[src/rtl/wb_pkg.sv]
// rtl/wb_pkg.sv - shared entry type and constants for the writeback queue
package wb_pkg;

  localparam int WB_DEPTH_DEFAULT  = 4;
  localparam int WB_ADDR_W_DEFAULT = 6;
  localparam int WB_DATA_W_DEFAULT = 32;

  // Default-width view of one queue slot; wb_queue re-derives it from its own widths.
  typedef struct packed {
    logic                         live;
    logic [WB_ADDR_W_DEFAULT-1:0] rd;
    logic [WB_DATA_W_DEFAULT-1:0] data;
  } wb_entry_s;

endpackage

[src/rtl/wb_fifo_ctrl.sv]
// rtl/wb_fifo_ctrl.sv - head/tail/count bookkeeping for the load queue
module wb_fifo_ctrl
  import wb_pkg::*;
#(
  parameter  int depth_p = WB_DEPTH_DEFAULT,
  localparam int PTR_W   = $clog2(depth_p)
) (
  input  logic             clk,
  input  logic             reset,
  input  logic             push_req_i,
  input  logic             pop_req_i,
  output logic             push_o,
  output logic             pop_o,
  output logic             full_o,
  output logic             empty_o,
  output logic [PTR_W-1:0] head_o,
  output logic [PTR_W-1:0] tail_o
);

  logic [PTR_W-1:0] r_head;
  logic [PTR_W-1:0] r_tail;
  logic [PTR_W:0]   r_count;

  // Full is judged on start-of-cycle state only; a same-cycle pop does not open a slot.
  assign full_o  = (r_count == (PTR_W+1)'(depth_p));
  assign empty_o = (r_count == '0);
  assign push_o  = push_req_i && !full_o;
  assign pop_o   = pop_req_i && !empty_o;
  assign head_o  = r_head;
  assign tail_o  = r_tail;

  always_ff @(posedge clk or posedge reset) begin
    if (reset) begin
      r_head  <= '0;
      r_tail  <= '0;
      r_count <= '0;
    end else begin
      if (push_o) begin
        r_tail <= r_tail + 1'b1;
      end
      if (pop_o) begin
        r_head <= r_head + 1'b1;
      end
      case ({push_o, pop_o})
        2'b10:   r_count <= r_count + 1'b1;
        2'b01:   r_count <= r_count - 1'b1;
        default: r_count <= r_count;
      endcase
    end
  end

endmodule

[src/rtl/wb_queue.sv]
// rtl/wb_queue.sv - merges ALU and queued load results onto the register file write port
module wb_queue
  import wb_pkg::*;
#(
  parameter int addr_width_p = WB_ADDR_W_DEFAULT,
  parameter int W1           = WB_DATA_W_DEFAULT,
  parameter int depth_p      = WB_DEPTH_DEFAULT
) (
  input  logic                    clk,
  input  logic                    reset,
  input  logic                    alu_valid_i,
  input  logic [addr_width_p-1:0] alu_rd_i,
  input  logic [W1-1:0]           alu_data_i,
  input  logic                    ld_valid_i,
  output logic                    ld_ready_o,
  input  logic [addr_width_p-1:0] ld_rd_i,
  input  logic [W1-1:0]           ld_data_i,
  output logic                    wen_o,
  output logic [addr_width_p-1:0] rd_addr_o,
  output logic [W1-1:0]           write_data_o,
  input  logic [addr_width_p-1:0] byp_addr_i,
  output logic                    byp_hit_o,
  output logic [W1-1:0]           byp_data_o
);

  localparam int PTR_W = $clog2(depth_p);

  typedef struct packed {
    logic                    live;
    logic [addr_width_p-1:0] rd;
    logic [W1-1:0]           data;
  } wb_entry_t;

  wb_entry_t        r_q [depth_p];
  logic             w_push;
  logic             w_pop;
  logic             w_full;
  logic             w_empty;
  logic             w_pop_req;
  logic [PTR_W-1:0] w_head;
  logic [PTR_W-1:0] w_tail;
  logic [PTR_W-1:0] w_idx;

  assign w_pop_req  = !alu_valid_i;
  assign ld_ready_o = !w_full;

  wb_fifo_ctrl #(
    .depth_p (depth_p)
  ) u_fifo_ctrl (
    .clk        (clk),
    .reset      (reset),
    .push_req_i (ld_valid_i),
    .pop_req_i  (w_pop_req),
    .push_o     (w_push),
    .pop_o      (w_pop),
    .full_o     (w_full),
    .empty_o    (w_empty),
    .head_o     (w_head),
    .tail_o     (w_tail)
  );

  // Kill first, then retire head, then enqueue: a same-cycle load to the ALU's rd stays live.
  always_ff @(posedge clk or posedge reset) begin
    if (reset) begin
      for (int i = 0; i < depth_p; i++) begin
        r_q[i] <= '0;
      end
    end else begin
      if (alu_valid_i) begin
        for (int i = 0; i < depth_p; i++) begin
          if (r_q[i].rd == alu_rd_i) begin
            r_q[i].live <= 1'b0;
          end
        end
      end
      if (w_pop) begin
        r_q[w_head].live <= 1'b0;
      end
      if (w_push) begin
        r_q[w_tail] <= '{live: 1'b1, rd: ld_rd_i, data: ld_data_i};
      end
    end
  end

  always_comb begin
    wen_o        = 1'b0;
    rd_addr_o    = '0;
    write_data_o = '0;
    if (alu_valid_i) begin
      wen_o        = 1'b1;
      rd_addr_o    = alu_rd_i;
      write_data_o = alu_data_i;
    end else if (!w_empty) begin
      wen_o        = r_q[w_head].live;
      rd_addr_o    = r_q[w_head].rd;
      write_data_o = r_q[w_head].data;
    end
  end

  // Scan oldest to youngest so the last match, nearest the tail, wins.
  always_comb begin
    byp_hit_o  = 1'b0;
    byp_data_o = '0;
    w_idx      = '0;
    for (int i = 0; i < depth_p; i++) begin
      w_idx = w_head + PTR_W'(i);
      if (r_q[w_idx].live && (r_q[w_idx].rd == byp_addr_i)) begin
        byp_hit_o  = 1'b1;
        byp_data_o = r_q[w_idx].data;
      end
    end
  end

endmodule
[config.mk]
export PLATFORM = sky130hd
export DESIGN_NAME = wb_queue
export DESIGN_NICKNAME = d
export VERILOG_FILES = /design/src/rtl/wb_pkg.sv /design/src/rtl/wb_fifo_ctrl.sv /design/src/rtl/wb_queue.sv
export SDC_FILE = /design/constraint.sdc
export NUM_CORES = 1
export LEC_CHECK = 0
export CORE_ASPECT_RATIO = 2
export CORE_MARGIN = 3
export CORE_UTILIZATION = 61
export CTS_CLUSTER_DIAMETER = 30
export CTS_CLUSTER_SIZE = 28
export DETAILED_ROUTE_END_ITERATION = 16
export GPL_TIMING_DRIVEN = 1
export PLACE_DENSITY = 0.87
export RECOVER_POWER = 50
export SLEW_MARGIN = 0
export SYNTH_ARGS = -nofsm -noshare
export SYNTH_HDL_FRONTEND = slang
export SYNTH_SLANG_ARGS = --single-unit
[constraint.sdc]
create_clock -name clk -period 13.8 [get_ports clk]
set_input_delay 1.38 -clock clk [delete_from_list [all_inputs] [get_ports clk]]
set_output_delay 1.38 -clock clk [all_outputs]
set_load 0.005 [all_outputs]
== Word level (Yosys, flattened, before mapping) ==
Index checks and enable logic that the tools add are counted.
Storage, ports and cells
  memories: 0
  flip-flop bits (word level): 163
  memory bits (writable): 0
  memory bits (read-only): 0
  latch bits: 0
Operators by class
  shift operators: 0
  add/sub/neg operators: 6
  mux-type cells: 43
  bitwise gates (word level): 5
  div/mod/pow operators: 0
  equality and inequality tests: 11
  multiply operators: 0
  reductions and logical operators: 13
  $lt $le $gt $ge: 7
Operator list (number)
  2-to-1 mux 39 bit: 10
  binary-select mux 39 bit (select 2 bit): 4
  bitwise mux 156 bit: 2
  2-to-1 mux 156 bit: 2
  2-to-1 mux 32 bit: 6
  demux 39 bit (select 2 bit): 2
  == test 6 bit: 8
  >= comparator 3 bit, second input constant: 5
  NOT 2 -> 3 bit: 5
  2-to-1 mux 1 bit: 14
  2-to-1 mux 6 bit: 2
  logical AND 1 bit: 8
  < comparator 3 x 1 -> 1 bit, second input constant: 2
  one-hot mux 3 bit (2 select lines): 1
  adder 2 x 1 -> 2 bit, second input constant: 2
  adder 2 bit, second input constant: 2
  adder 3 x 1 -> 3 bit, second input constant: 1
  == test 3 bit, second input constant: 1
  zero test 1 bit: 3
  zero test 3 bit: 1
  subtractor 3 x 1 -> 3 bit, second input constant: 1
  == test 2 x 1 -> 1 bit, second input constant: 1
  == test 2 bit, second input constant: 1
  nonzero test 2 bit: 1

== Depth between registers and ports, before layout ==
Gate-level depths: netlist (run 1).
  word-level depth: 10
  depth in mapped cells: 17
  mapped depth without buffers: 10

== Hierarchy ==
From an unflattened synthesis (run 1), not the netlist that was laid out.
Second synthesis, totals
  cells, all modules: 928
  area total of the unflattened synthesis: 12189.2 um^2
By module, submodules not included
  wb_queue: times used 1, seq. area each 3903.7 um^2, cells each 897, area an instance 11833.8 um^2
  wb_fifo_ctrl: times used 1, seq. area each 175.2 um^2, cells each 31, area an instance 355.3 um^2

== Worst setup path before layout (run 1) ==
Ideal clock, no wire load.
  path type: reg-to-output
  start: reg u_fifo_ctrl.r_head[0], in the netlist u_fifo_ctrl.head_o[0]
  end: out byp_data_o[30]
  path slack: 8.486 ns
  cell stages (with the launch flop): 18
  data required time: 12.420 ns
  path buffers: 9
  arrival time: 3.934 ns
  cell sequence: dfrtp_1 > buf_6 > buf_2 > buf_2 > buf_2 > buf_2 > inv_1 > ha_1 > buf_2 > buf_4 > mux4_2 > xor2_1 > nor4_2 > nand3_1 > clkbuf_1 > buf_2 > o311ai_1 > o21a_1
Between the ends
  elaborated cells between the ends (all ways): 31
RTL lines
  from (decl): line wb_fifo_ctrl.sv:20  | logic [PTR_W-1:0] r_head;
  from (signal assigned): line wb_fifo_ctrl.sv:42  | r_head <= r_head + 1'b1;
  adder 2 bit *: line wb_queue.sv:106  | w_idx = w_head + PTR_W'(i);
  net w_idx[0]: line wb_queue.sv:42  | logic [PTR_W-1:0] w_idx;
  NOT 2 -> 3 bit (not written as such) *: line wb_queue.sv:107, wb_queue.sv:109
  binary-select mux 39 bit (select 2 bit) *: line wb_queue.sv:107, wb_queue.sv:109
  2-to-1 mux 39 bit (not written as such) *: line wb_queue.sv:109  | byp_data_o = r_q[w_idx].data;
  2-to-1 mux 39 bit (not written as such) *: line wb_queue.sv:107  | if (r_q[w_idx].live && (r_q[w_idx].rd == byp_addr_i)) begin
  == test 6 bit: line wb_queue.sv:107
  logical AND 1 bit: line wb_queue.sv:107
  2-to-1 mux 32 bit *: line wb_queue.sv:107
  to (decl): line wb_queue.sv:23  | output logic [W1-1:0] byp_data_o
The timed path passes the listed nets; every way through them passes the cells marked *. The select of a mux whose other input is x is not followed.

== Final worst setup path (run 1) ==
  start: reg u_fifo_ctrl.r_head[0], in the netlist u_fifo_ctrl.head_o[0]
  end: out byp_data_o[9]
Between the ends
  word-level cells in the longest chain between the ends: 10
  elaborated cells between the ends (all ways): 31
Ends and longest elaborated chain (line)
  adder 2 x 1 -> 2 bit or NOT 2 -> 3 bit (tied branches): wb_queue.sv:106, wb_queue.sv:107, wb_queue.sv:109
  NOT 2 -> 3 bit (not written as such) or binary-select mux 39 bit (select 2 bit) (tied branches): wb_queue.sv:107, wb_queue.sv:109
  binary-select mux 39 bit (select 2 bit) or 2-to-1 mux 39 bit (tied branches): wb_queue.sv:107, wb_queue.sv:109
  2-to-1 mux 39 bit (not written as such): wb_queue.sv:109
  2-to-1 mux 39 bit (not written as such) or == test 6 bit (tied branches): wb_queue.sv:109, wb_queue.sv:107
  == test 6 bit or logical AND 1 bit (tied branches): wb_queue.sv:107
  logical AND 1 bit or 2-to-1 mux 32 bit (tied branches): wb_queue.sv:107
  2-to-1 mux 32 bit (2 in a row): wb_queue.sv:107
  2-to-1 mux 32 bit *: wb_queue.sv:107
Mark *: on every way between the ends. The rest lies on a longest branch, timed or not. The select of a mux whose other input is x is not followed.

==> PnR_summary.wiki, run 1 <==
{| class="wikitable"
! Metric !! Value
|-
| Proportion of total power due to net switching || 0.378
|-
| CTS root buf || clkbuf_16
|-
| # resized after CTS || 0
|-
| Layout Area Growth over Synthesis || 19.3%
|-
| Relative slew slack || -2.43
|-
| Crit Reg-Reg Startpoint || u_fifo_ctrl.r_count[0]$_DFFE_PP0P_
|-
| R2R cell count || 6
|-
| Hold bufs inserted after CTS || 0
|-
| Net load switching power || 1.44 mW
|-
| Max Transition Viols Final || 280
|-
| Pin count of the biggest net entering global routing || between 100 and 150
|-
| Synth Net Count || approximately 940
|-
| Die boundary height || 202 um
|-
| Syn avg cell area || between 10 and 15 um2
|-
| Area of the multi-input gates || around 7200 um2
|-
| Crit path time final || 7150 ps
|-
| Deepest clock path buffer count || 2
|-
| Clk_lat worst skew || between 400 and 500 ps
|-
| Total of buffers placed on input and output ports || 158
|-
| Synthesized instance count || ~840
|-
| Power per Cell Area || ~270 nW/um2
|-
| Total Power || roughly 3.8 mW
|-
| Horizontal die dimension || between 100 and 150 um
|-
| Die area || 20900 um2
|-
| Number of cells on the worst hold path || 1
|-
| DRT antenna net count || 0
|-
| TritonCTS Buffers || 17
|-
| Violated checks || max-capacitance violations, max-slew violations
|-
| Post-DR wirelength/cell || 25.6 um
|-
| Distinct cell type count of the synthesized netlist || 40
|-
| Power share of the combinational group || 0.579
|-
| Fill count || 1233
|-
| Leading area contributor after synthesis || dfrtp_1
|-
| Share of synthesized area occupied by flip-flops and latches || 0.350
|-
| Min-Delay Startpoint || u_fifo_ctrl.r_count[0]$_DFFE_PP0P_
|-
| Class of the most critical setup path || reg -> out
|-
| Placement row count || 71
|-
| Most used DFF post-synth || dfrtp_1
|-
| Number of violations reported at the end of detailed-routing iteration 0 || ~550
|-
| Core outline area || between 15000 and 20000 um2
|-
| Clock tree skew after final layout || between 8 and 9 ps
|-
| Internal reg-to-reg setup slack || between 9000 and 10000 ps
|-
| Fin crit share || 0.518
|-
| Post-synthesis register bit count || ~160
|-
| Leakage power of the design || about 5.2 nW
|-
| Total via count in the routed design || roughly 8700
|-
| Clk pwr share || 0.130
|-
| List of cells traversed by the critical path || buf_4, mux4_2, xor2_1, nor4_2, a31oi_4, o21ai_0, o211ai_1, clkdlybuf4s50_1
|-
| Share of flip-flops with an asynchronous set or reset after synthesis || 1.00
|-
| First-pass GRT wire length || roughly 50000 um
|-
| Status || complete, but fails checks
|-
| Total number of yosys warnings || 0
|-
| Critical path startpoint category || flop
|-
| Crit path DAT || between 5000 and 6000 ps
|-
| Worst reg2reg path endpoint || r_q[25]$_DFFE_PP0P_
|-
| Clk sink count || 163
|-
| Cell internal power dissipation || ~2.4 mW
|-
| Via count of the first global-routing pass || 9046
|-
| Cell Area, Synth || 11700 um2
|-
| Synth area leaders || dfrtp_1 (35%), mux4_2 (29%), mux2_2 (15%)
|-
| Category of the worst setup path capture point || primary output
|-
| CTS tree || done
|-
| Number of iterations in the first detailed-routing pass || 5
|-
| Slowest library cell on the worst path || buf_4
|-
| Total wire length || between 30000 and 40000 um
|-
| DRC violations left || 0
|-
| Residual overflow from global routing || 0
|-
| Clk slew on worst S/H paths || 70 ps
|-
| Total track usage || 0.304
|-
| Half-perimeter wire length after placement || 20000 um
|-
| Final weighted congestion in routability-driven placement || between 0.8 and 0.9
|-
| Peak ir drop on the vdd network || 0.186 mV
|-
| Worst-Margin Slew || approximately 5000 ps
|-
| Required time reported for the critical path endpoint || about 12000 ps
|-
| Fraction of layout instances using a drive strength above 1 || 0.373
|-
| Via-per-instance ratio || slightly above 7
|-
| Setup violators final || 0
|-
| Post-synth EDFFs || 0
|-
| Final total negative setup slack || 0 ps
|-
| Initial Utilization || 0.620
|-
| Top fanout value on the critical path || 72
|-
| Storage cell area || 4090 um2
|-
| Number of antenna violations at the first check in global routing || 1
|-
| RSZ-0062 raised after global routing || no
|-
| Delay of the slowest critical-path stage || ~930 ps
|-
| IO Count || 159
|-
| Max-capacitance violation count || 5
|-
| Worst min-delay path endpoint || u_fifo_ctrl.r_count[0]$_DFFE_PP0P_
|-
| Final Hold Violating Endpoints || 0
|-
| Net count reported at finish || ~1000
|-
| Number of setup buffers added after CTS || 0
|-
| Share of Yosys cell area claimed by the top area cell type || 0.350
|-
| Class of the tightest hold or removal check || reg -> reg
|-
| Part of the power in registers || 0.291
|-
| H-tree depth || 4
|-
| Fmax || approximately 140 MHz
|}
==> per-layer routing <==
metal  GRT usage  vias up  wire (um)
met4       0.157        0       1550
li1            -     3595          -
met1       0.347     4531      10200
met3      0.0491      108       1980
met2       0.547      460      17400
met5           0        -          0
==> power groups by stage <==
| stage | registers (mW) | clock network (mW) | logic (mW) |
|---|---|---|---|
| 5_1_grt | 1.15 | 0.516 | 2.35 |
| 2_1_floorplan | 0.928 | 0 | 1.77 |
| 3_5_place_dp | 1.10 | 0 | 2.18 |
| 4_1_cts | 1.09 | 0.498 | 2.21 |
| 6_report | 1.11 | 0.493 | 2.20 |
| 3_3_place_gp | 1.07 | 0 | 2.13 |
==> cell families after synthesis <==
| logic type | Yosys count | share of synthesized area |
|---|---|---|
| simple gates | 74 | 0.0321 |
| buf+inv | 94 | 0.0363 |
| fa+ha+maj | 10 | 0.0114 |
| xor+xnor | 56 | 0.0420 |
| mux | 320 | 0.452 |
| compound gates | 126 | 0.0764 |
| flops | 163 | 0.350 |
==> synth_stat cells (7+ instances only) <==
cell type,n
nand4_1,7
dfrtp_1,163
inv_1,9
o22ai_1,27
a31oi_1,12
xnor2_1,32
xor2_1,24
a21oi_1,16
buf_1,8
mux2i_1,15
nand3_1,7
mux2_2,155
clkbuf_1,35
o21ai_0,7
ha_1,9
mux4_2,149
nand2_1,39
a22oi_1,16
buf_2,36
a22o_1,38
==> stage by stage <==
stage	setup WS, ps	hold WS, ps	cell area [um2]	instances	util
global route	6310	506	13900	1218	0.739
detailed placement	7110	481	13300	1185	0.708
CTS	6610	494	13900	1217	0.741
global placement	7210	479	13300	1185	0.708
finish	6650	496	13900	1218	0.739
floorplan	8020	456	11700	843	-
==> area by class of cell <==
cell class / instances / share of cell area
inverter: 9 / 0.00252
antenna: 1 / 0.000180
timing repair buffer: 172 / 0.120
clock inverter: 14 / 0.0127
clock buffer: 18 / 0.0308
sequential: 163 / 0.294
multi-input combinational: 586 / 0.517
tap: 255 / 0.0229
==> worst max-delay path, delay by kind of cell (launching register included) <==
family / cells / cell delay, ps
AOI/OAI and AO/OA: 3 / 1990
buffers and inverters: 2 / 1500
DFF: 1 / 860
muxes: 1 / 630
xor gates and xnor gates: 1 / 230
and+or+nand+nor: 1 / 120
==> sequential cells by signal, summed over array words and instances, names as in the netlist <==
signal	cells
u_fifo_ctrl.head_o	2
u_fifo_ctrl.r_count	3
u_fifo_ctrl.tail_o	2
r_q	156
==> cells in the final DEF, fill, tap and decap left out, types with 3 or more instances in the layout <==
cell type	synthesis	layout
xor2_1	24	24
mux2_2	155	155
o21ai_0	7	7
clkbuf_1	35	5
nand2b_1	4	4
o22ai_1	27	27
clkbuf_16	0	17
clkinvlp_4	0	4
nand2_1	39	37
inv_6	0	3
nor2_1	5	5
bufinv_16	0	3
nand2_2	1	3
inv_1	9	8
a21oi_1	16	16
nand3_1	7	6
mux2i_1	15	15
mux4_2	149	149
dfrtp_1	163	161
buf_4	5	11
xnor2_1	32	32
o211ai_1	4	4
ha_1	9	8
nand4_1	7	7
a22oi_1	16	16
nor4_1	4	4
a22o_1	38	38
a31oi_1	12	11
clkdlybuf4s50_1	0	155
==> how the worst max path moves through the flow <==
| stage | startpoint | end | slack [ps] | depth (start not counted) |
|---|---|---|---|---|
| CTS | u_fifo_ctrl.head_o[0]$_DFFE_PP0N_ | byp_data_o[9] | 6610 | 8 |
| finish | u_fifo_ctrl.head_o[0]$_DFFE_PP0N_ | byp_data_o[9] | 6650 | 8 |
| global placement | u_fifo_ctrl.head_o[0]$_DFFE_PP0N_ | byp_data_o[9] | 7210 | 8 |
| global route | u_fifo_ctrl.head_o[0]$_DFFE_PP0N_ | byp_data_o[9] | 6310 | 8 |
| floorplan | reset | r_q[0]$_DFFE_PP0P_ | 8020 | 1 |
| detailed placement | u_fifo_ctrl.head_o[0]$_DFFE_PP0N_ | byp_data_o[9] | 7110 | 8 |
Power figures use the tool's default switching activity.
==> inputs of run 2 (changes only) <==
Settings changed: CORE_UTILIZATION 61 to 51, PLACE_DENSITY 0.87 to 0.78.
Clock period 13.8 ns to 5.9 ns, I/O delays scaled along.
==> PnR_summary.wiki, run 2 (synthesized netlist as in run 1, its figures left out) <==
{| class="wikitable"
! Metric !! Value
|-
| Area of the multi-input gates || 7200 um2 (about the same)
|-
| Most common cell after layout, fill and taps aside || dfrtp_1 (unchanged)
|-
| Initial Utilization || 0.522 (was 0.620)
|-
| Residual overflow from global routing || 0 (unchanged)
|-
| Pin count of the biggest net entering global routing || 95 (was 117)
|-
| Total wire length || 31700 um (was 31100 um)
|-
| Placement row count || 77 (was 71)
|-
| Clock tree skew after final layout || 8.01 ps (was 8.20 ps)
|-
| Part of the power in registers || 0.276 (was 0.291)
|-
| IO Count || 159 (unchanged)
|-
| Max-capacitance violation count || 5 (unchanged)
|-
| Total via count in the routed design || 8523 (was 8694)
|-
| Slowest library cell on the worst path || buf_4 (unchanged)
|-
| Number of flip-flops in the largest register || 156 (unchanged)
|-
| Layout Area Growth over Synthesis || 19.7% (was 19.3%)
|-
| Violated checks || max-capacitance violations, max-slew violations (unchanged)
|-
| Required time reported for the critical path endpoint || 5310 ps (was 12420 ps)
|-
| Number of violations reported at the end of detailed-routing iteration 0 || 705 (was 548)
|-
| Fmax || about 190 MHz
|-
| Die boundary height || 220 um (was 202 um)
|-
| Max Transition Viols Final || 266 (was 280)
|-
| Total Power || 8.97 mW (was 3.80 mW)
|-
| Final weighted congestion in routability-driven placement || 0.885 (was 0.868)
|-
| DRT antenna net count || 0 (unchanged)
|-
| TritonCTS Buffers || 17 (unchanged)
|-
| Half-perimeter wire length after placement || 21700 um (was 20000 um)
|-
| Critical path startpoint category || flop (unchanged)
|-
| Power per Cell Area || 642 nW/um2 (was 273 nW/um2)
|-
| Via count of the first global-routing pass || 8876 (was 9046)
|-
| Regs by FF count || r_q (156), u_fifo_ctrl.r_count (3) (unchanged)
|-
| CTS root buf || clkbuf_16 (unchanged)
|-
| Status || complete, but fails checks (unchanged)
|-
| Total track usage || 0.260 (was 0.304)
|-
| Hold bufs inserted after CTS || 0 (unchanged)
|-
| Clk_lat worst skew || 430 ps (about the same)
|-
| Crit path time final || ~5300 ps
|-
| Crit path DAT || 4680 ps (was 5770 ps)
|-
| CTS tree || done (unchanged)
|-
| Leakage power of the design || 5.26 nW (was 5.23 nW)
|-
| Fin crit share || 0.893
|-
| Top fanout value on the critical path || 47 (was 72)
|-
| First-pass GRT wire length || 49400 um (was 49600 um)
|-
| Fraction of layout instances using a drive strength above 1 || 0.373 (unchanged)
|-
| Fill count || 1688 (was 1233)
|-
| Number of setup buffers added after CTS || 0 (unchanged)
|-
| Number of antenna violations at the first check in global routing || 2 (was 1)
|-
| Clk sink count || 163 (unchanged)
|-
| Clk slew on worst S/H paths || 60 ps (was 70 ps)
|-
| Power share of the combinational group || 0.594 (was 0.579)
|-
| Clk pwr share || 0.130 (about the same)
|-
| Commonest cells after routing, fill and taps aside || dfrtp_1 (161), mux2_2 (155), clkdlybuf4s50_1 (155) (unchanged)
|-
| Peak ir drop on the vdd network || 0.524 mV (was 0.186 mV)
|-
| List of cells traversed by the critical path || buf_4, buf_4, mux2_2, a32oi_1, nor3_2, nand2_2, o22ai_1, a31oi_1, clkdlybuf4s50_1 (was buf_4, mux4_2, xor2_1, nor4_2, a31oi_4, o21ai_0, o211ai_1, clkdlybuf4s50_1)
|-
| Setup violators final || 0 (unchanged)
|-
| DRC violations left || 0 (unchanged)
|-
| Relative slew slack || -1.78 (was -2.43)
|-
| Deepest clock path buffer count || 2 (unchanged)
|-
| Category of the worst setup path capture point || primary output (unchanged)
|-
| Via-per-instance ratio || 6.87 (was 7.14)
|-
| Cell internal power dissipation || 5.60 mW (was 2.37 mW)
|-
| Storage cell area || 4090 um2 (unchanged)
|-
| Proportion of total power due to net switching || 0.376 (was 0.378)
|-
| H-tree depth || 4 (unchanged)
|-
| Delay of the slowest critical-path stage || 660 ps (was 930 ps)
|-
| Class of the most critical setup path || reg -> out (unchanged)
|-
| Core outline area || 22400 um2 (was 18800 um2)
|-
| Horizontal die dimension || 113 um (was 104 um)
|-
| Class of the tightest hold or removal check || reg -> reg (unchanged)
|-
| Most flops, register || r_q (unchanged)
|-
| Post-DR wirelength/cell || 25.6 um (about the same)
|-
| Worst path most repeated cell || buf_4
|-
| Number of iterations in the first detailed-routing pass || 5 (unchanged)
|-
| Final Hold Violating Endpoints || 0 (unchanged)
|-
| Layout Utilization || 0.625 (was 0.739)
|-
| Total of buffers placed on input and output ports || 158 (unchanged)
|-
| # resized after CTS || 0 (unchanged)
|-
| Net load switching power || 3.37 mW (was 1.44 mW)
|-
| Die area || 24800 um2 (was 20900 um2)
|-
| Worst-Margin Slew || 4140 ps (was 5120 ps)
|-
| RSZ-0062 raised after global routing || no (unchanged)
|-
| Net count reported at finish || 1047 (was 1045)
|-
| Final total negative setup slack || 0 ps (unchanged)
|}
[run 2: critical path: cells and delay by family (launching register included)]
| family | cells | cell delay [ps] |
|---|---|---|
| DFF | 1 | 590 |
| muxes | 1 | 280 |
| buffers and inverters | 3 | 1580 |
| AOI/OAI and AO/OA | 3 | 530 |
| and+or+nand+nor | 2 | 1240 |
[run 2: final timing paths]
path                                                    start                                 end  slack, ps  cells after the start
max in group asynchronous                               reset                r_q[138]$_DFFE_PP0P_       1040                      3
setup reg to reg           u_fifo_ctrl.r_count[0]$_DFFE_PP0P_                 r_q[78]$_DFFE_PP0P_       2250                      6
setup / recovery            u_fifo_ctrl.head_o[1]$_DFFE_PP0N_                      byp_data_o[16]        630                      9
min in group asynchronous                               reset                r_q[128]$_DFFE_PP0P_       1830                      2
hold reg to reg            u_fifo_ctrl.r_count[2]$_DFFE_PP0P_  u_fifo_ctrl.r_count[2]$_DFFE_PP0P_        510                      1
hold / removal             u_fifo_ctrl.r_count[2]$_DFFE_PP0P_  u_fifo_ctrl.r_count[2]$_DFFE_PP0P_        510                      1
[run 2: power by group through the flow]
| stage | Combinational [mW] | Sequential [mW] | Clock, mW |
|---|---|---|---|
| 2_1_floorplan | 4.15 | 2.17 | 0 |
| 3_3_place_gp | 5.26 | 2.41 | 0 |
| 3_5_place_dp | 5.33 | 2.46 | 0 |
| 4_1_cts | 5.37 | 2.45 | 1.18 |
| 5_1_grt | 5.67 | 2.56 | 1.22 |
| 6_report | 5.33 | 2.48 | 1.17 |
[run 2: through the flow]
step / std cells / hold slack, ps / instance area (um2) / worst slack, ps
2_1_floorplan: 843 / 456 / 11700 / 905
3_3_place_gp: 1208 / 479 / 13400 / 1140
3_5_place_dp: 1208 / 495 / 13400 / 1060
4_1_cts: 1238 / 506 / 14000 / 577
5_1_grt: 1240 / 518 / 14000 / 169
6_report: 1240 / 508 / 14000 / 633
[run 2: final cells by class]
| cell class | instances | share of cell area |
|---|---|---|
| clock buffers | 20 | 0.0327 |
| well taps | 276 | 0.0247 |
| flip-flops and latches | 163 | 0.292 |
| multi-input cells | 586 | 0.515 |
| inverters | 9 | 0.00251 |
| repair buffers | 174 | 0.121 |
| clock inverters | 10 | 0.0113 |
| diodes | 2 | 0.000358 |
[run 2: metal layers]
metal | wire length [um] | GRT usage | vias to the layer above
li1 | - | - | 3583
met1 | 10500 | 0.285 | 4455
met2 | 17600 | 0.469 | 387
met3 | 1570 | 0.0335 | 98
met4 | 2010 | 0.165 | 0
met5 | 0 | 0 | -
